## config.mk

```make
export PLATFORM = sky130hd
export DESIGN_NAME = piso_reader
export DESIGN_NICKNAME = d
export VERILOG_FILES = /design/src/rtl/piso_reader.sv
export SDC_FILE = /design/constraint.sdc
export NUM_CORES = 1
export LEC_CHECK = 0
export CAP_MARGIN = 20
export CORE_MARGIN = 3
export CORE_UTILIZATION = 52
export CTS_BUF_LIST = sky130_fd_sc_hd__clkbuf_8
export DETAILED_ROUTE_END_ITERATION = 7
export HOLD_SLACK_MARGIN = 0.12
export PLACE_DENSITY = 0.91
export SYNTH_ARGS = -nofsm -noshare
export SYNTH_HDL_FRONTEND = slang
export SYNTH_SLANG_ARGS = --single-unit
```

## constraint.sdc

```tcl
create_clock -name clk -period 1.4 [get_ports clk]
set_input_delay 0.21 -clock clk [delete_from_list [all_inputs] [get_ports clk]]
set_output_delay 0.21 -clock clk [all_outputs]
set_load 0.01 [all_outputs]
```

## src/rtl/piso_reader.sv

```systemverilog
// Parallel-in, serial-out read-out: captures a word on load and drains it LSB first, paced by en.
// Optional even-parity trailer bit is compiled in with `define PISO_READER_PARITY_EN.
module piso_reader #(
    parameter int WIDTH = 8
) (
    input  logic             clk,
    input  logic             rst,
    input  logic             load,
    input  logic [WIDTH-1:0] din,
    input  logic             en,
    output logic             ready,
    output logic             sout,
    output logic             sout_valid,
    output logic             done
);

    // state   | meaning
    // S_IDLE  | ready for a load, outputs quiet
    // S_SHIFT | presenting sreg bit 0, consumed on en
    // S_DONE  | one-cycle done pulse after the last bit

`ifdef PISO_READER_PARITY_EN
    localparam int NBITS = WIDTH + 1;
`else
    localparam int NBITS = WIDTH;
`endif
    localparam int          CW   = $clog2(NBITS + 1);
    localparam logic [CW-1:0] LAST = CW'(NBITS - 1);

    typedef enum logic [1:0] {
        S_IDLE,
        S_SHIFT,
        S_DONE
    } state_t;

    state_t             state_q, state_d;
    logic [NBITS-1:0]   sreg_q, sreg_d;
    logic [CW-1:0]      cnt_q, cnt_d;
    logic               ready_q, ready_d;
    logic               sout_q, sout_d;
    logic               sout_valid_q, sout_valid_d;
    logic               done_q, done_d;
    logic [NBITS-1:0]   load_word;

`ifdef PISO_READER_PARITY_EN
    assign load_word = {^din, din};
`else
    assign load_word = din;
`endif

    always_comb begin
        state_d      = state_q;
        sreg_d       = sreg_q;
        cnt_d        = cnt_q;
        ready_d      = ready_q;
        sout_d       = sout_q;
        sout_valid_d = sout_valid_q;
        done_d       = done_q;
        case (state_q)
            S_IDLE: begin
                ready_d      = 1'b1;
                sout_d       = 1'b0;
                sout_valid_d = 1'b0;
                done_d       = 1'b0;
                if (load) begin
                    sreg_d       = load_word;
                    cnt_d        = '0;
                    state_d      = S_SHIFT;
                    ready_d      = 1'b0;
                    sout_valid_d = 1'b1;
                    sout_d       = load_word[0];
                end
            end
            S_SHIFT: begin
                if (en) begin
                    sreg_d = sreg_q >> 1;
                    cnt_d  = cnt_q + CW'(1);
                    if (cnt_q == LAST) begin
                        state_d      = S_DONE;
                        sout_d       = 1'b0;
                        sout_valid_d = 1'b0;
                        done_d       = 1'b1;
                    end else begin
                        // next presented bit is the one about to land in bit 0
                        sout_d = sreg_q[1];
                    end
                end
            end
            S_DONE: begin
                state_d = S_IDLE;
                done_d  = 1'b0;
                ready_d = 1'b1;
            end
            default: begin
                state_d      = S_IDLE;
                ready_d      = 1'b1;
                sout_d       = 1'b0;
                sout_valid_d = 1'b0;
                done_d       = 1'b0;
            end
        endcase
    end

    always_ff @(posedge clk) begin
        if (rst) begin
            state_q      <= S_IDLE;
            sreg_q       <= '0;
            cnt_q        <= '0;
            ready_q      <= 1'b1;
            sout_q       <= 1'b0;
            sout_valid_q <= 1'b0;
            done_q       <= 1'b0;
        end else begin
            state_q      <= state_d;
            sreg_q       <= sreg_d;
            cnt_q        <= cnt_d;
            ready_q      <= ready_d;
            sout_q       <= sout_d;
            sout_valid_q <= sout_valid_d;
            done_q       <= done_d;
        end
    end

    assign ready      = ready_q;
    assign sout       = sout_q;
    assign sout_valid = sout_valid_q;
    assign done       = done_q;

endmodule

```

==> results.ini, run 1 <==
[status]
outcome=complete, no violations

[logic_synthesis]
syn-cell-area_um2=833
syn_inst=90
ys_seq_area_share_pct=40.8
netlist.top_cell.by_area=dfxtp_1
ys_warn_count=0
syn-num-nets=103
synth-main-ff-cell=dfxtp_1
ys_ff_latch=17
syn-mean-instance-area_um2=9.26
ys_top_cells_by_count=17 x dfxtp_1, 11 x a21oi_1, 7 x a311oi_1, 7 x mux2i_1, 5 x nor2b_1
synth_most_common_cell=dfxtp_1
ys_top_cells_by_area=dfxtp_1 41%, mux2i_1 8.4%, a311oi_1 7.4%
synth.top_cell.area_share_pct=40.8
yosysUniqueCellTypes=30
synth_edf_count=0
async_reset_ff_share_pct=0

[critical_path]
critPathCapture=sout_valid
crit_type=flop to output port
crit_slowest_cell=clkdlybuf4s50_1
cp_top_family=buffers and inverters
reg2reg_depth=4
critPathBufInv=1
worstPathRequired_ns=1.19
critPathCaptureType=output port
crit_path_max_fanout=3
r2r-start=cnt_q[0]$_SDFFE_PP0P_
r2r_end=cnt_q[2]$_SDFFE_PP0P_
rrSetupSlack_ns=0.08
start_kind=flop
crit_chain=clkdlybuf4s50_1
cp.depth=1
critPathMaxStageDelay_ns=0.54
crit_start=sout_valid$_SDFFE_PP0P_
critPathArrivalTime_ns=1.13

[clock_network]
cts_hold_buffers=0
cts_tree=done
clockBufferDepth=2
htreeDepth=1
clk_latency_ns=0.24
post_cts_buffers=0
cts.sinks=17
cts_buffers=3
cts.clk_slew.worst_paths_ns=0.06
cts_root_buffer=clkbuf_8

[timing]
fin_worst_skew_ns=0.00576
fmax_mhz=749
finalHoldViolations=0
final.period_utilization_pct=95.4
rsz0062_at_grt=false
max-slew-margin-rel_pct=81.6
period_needed_ns=1.34
setup_viol=0
worst_pin_slew_ns=0.268
whs_ns=0.447
fin_tns_setup_ns=0
slew_viol_final=0
setup_ws_ns=0.0643

[drt]
drt-total-wl_mm=1.90
drc=0
dr_total_vias=757
ant_nets=0
vias_per_cell=5.96
drtIter0Drc=9
first_pass_iters=4
wl_per_cell_um=14.9

[floorplan]
die_y_um=46.0
dieArea_um2=2120
initial_core_util_pct=59.6
ios=16
core_um2=1400
core.rowCount=13
die_w_um=46.0

[grt]
grt_pass1_wl_mm=2.93
grt_max_degree=14
track_usage_pct=19.4
grt_pass1_vias=702
grt_overflow_total=0
antenna_found_initial=0

[power_and_ir_drop]
p_leak_nw=0.431
ir_drop_mv=1.02
p_per_area_nw_per_um2=970

[placement]
io_buffers=15
place.gp.congestion=0.912
hpwl_mm=1.37
post-place-ws_ns=-0.199
placed_area_um2=1040

[cells_and_area]
nets=126
design_area_um2=1100
antenna_cells=0
final_core_util_pct=78.7
syn2layout_area_growth_pct=32.1
drive_gt1_share_pct=16.1

[hold_path]
hold_class=input port to flop

[job]
maxCapViolCount=0

## worst min path at each step
| stage | startpoint | to | slack (ns) | depth (start not counted) |
|---|---|---|---|---|
| floorplan | rst | sreg_q[2]$_SDFFE_PP0P_ | 0.28 | 1 |
| global placement | done$_SDFFE_PP0P_ | done$_SDFFE_PP0P_ | 0.45 | 2 |
| detailed placement | done$_SDFFE_PP0P_ | done$_SDFFE_PP0P_ | 0.46 | 2 |
| CTS | done$_SDFFE_PP0P_ | done$_SDFFE_PP0P_ | 0.47 | 2 |
| global route | en | cnt_q[0]$_SDFFE_PP0P_ | 0.49 | 4 |
| finish | en | cnt_q[0]$_SDFFE_PP0P_ | 0.45 | 4 |
## routing by layer
layer | GRT usage, % | wire length [µm] | vias to the layer above | share of wire, %
li1 | - | - | 381 | -
met1 | 22.7 | 814 | 347 | 43
met2 | 33.2 | 946 | 25 | 50
met3 | 3.95 | 106 | 4 | 5.6
met4 | 9.09 | 30 | 0 | 1.6
met5 | 0 | 0 | - | 0
## area by class of cell
type	instances	area, µm²
Inverter	3	15.0
Tap cell	15	18.8
Timing Repair Buffer	25	228
Sequential cell	17	342
Fill cell	93	298
Clock inverter	1	3.75
Multi-Input combinational cell	63	453
Clock buffer	3	41.3
## what timing repair did
item | in CTS | in global routing
endpoints found under the setup margin | 1 | 3
gates resized for setup | 1 | 3
pin swaps | 0 | 1
## state kept, by name (all words and copies together) (netlist names)
signal and count:
cnt_q 4, done 1, ready 1, sout 1
sout_valid 1, sreg_q 7, state_q 2
## cells in the final DEF, fill, tap and decap left out
cell type,synthesis,routed
dlymetal6s2s_1,0,1
or2_2,1,1
nand4_1,1,1
nand2b_1,2,2
or2b_4,0,1
clkbuf_8,0,3
mux2i_1,7,7
inv_1,3,3
a21o_1,1,1
a32oi_1,1,1
dfxtp_1,17,16
nor2b_1,5,5
nand3_1,1,1
clkinvlp_4,0,1
a211oi_1,2,2
a21oi_1,11,11
buf_4,1,10
o21ai_0,4,4
a311oi_1,7,7
nand3b_1,3,3
clkdlybuf4s50_1,0,14
nor3b_1,2,2
mux2_2,1,1
or4_1,2,2
nor2_1,2,2
o41ai_1,1,1
xor2_1,1,1
and2b_1,1,1
nor3_1,2,2
ha_1,1,1
dfxtp_2,0,1
o31ai_1,2,2
nand4b_1,1,1
## report_power, final
| group | switching, mW | total [mW] | leakage (nW) | internal (mW) |
|---|---|---|---|---|
| Combinational | 0.0802 | 0.188 | 0.264 | 0.108 |
| Clock | 0.154 | 0.347 | 0.0269 | 0.194 |
| Sequential | 0.0193 | 0.533 | 0.140 | 0.514 |
## per-stage QoR
step	total power, mW	instances
global route	1.12	127
CTS	1.07	127
detailed placement	0.727	123
global placement	0.718	123
finish	1.07	127
floorplan	0.642	90
## tightest hold or removal path: stages
cell and delay (ns):
dlymetal6s2s_1 0.17, nand3b_1 0.13, xor2_1 0.07, nor2_1 0.08
## cell families (layout without fill, tap and decap cells)
kind of cell	count (synthesis)	count (layout)	share of synthesized area, %
DFF	17	17	40.8
adders and majority gates	1	1	1.50
xor gates and xnor gates	1	1	1.05
AOI/OAI and AO/OA	29	29	23.0
muxes	8	8	9.76
and+or+nand+nor	24	24	18.6
buffers and inverters	10	32	5.26
Note: power is estimated with default switching activity, not from simulation.
==> inputs of run 2 (changes only) <==
--- a/config.mk
+++ b/config.mk
@@ -12,6 +12,7 @@
 export DETAILED_ROUTE_END_ITERATION = 7
 export HOLD_SLACK_MARGIN = 0.12
 export PLACE_DENSITY = 0.91
+export SLEW_MARGIN = 20
 export SYNTH_ARGS = -nofsm -noshare
 export SYNTH_HDL_FRONTEND = slang
 export SYNTH_SLANG_ARGS = --single-unit
==> results of run 2 <==
No change in the layout: final DEF, timing and power equal those of run 1.
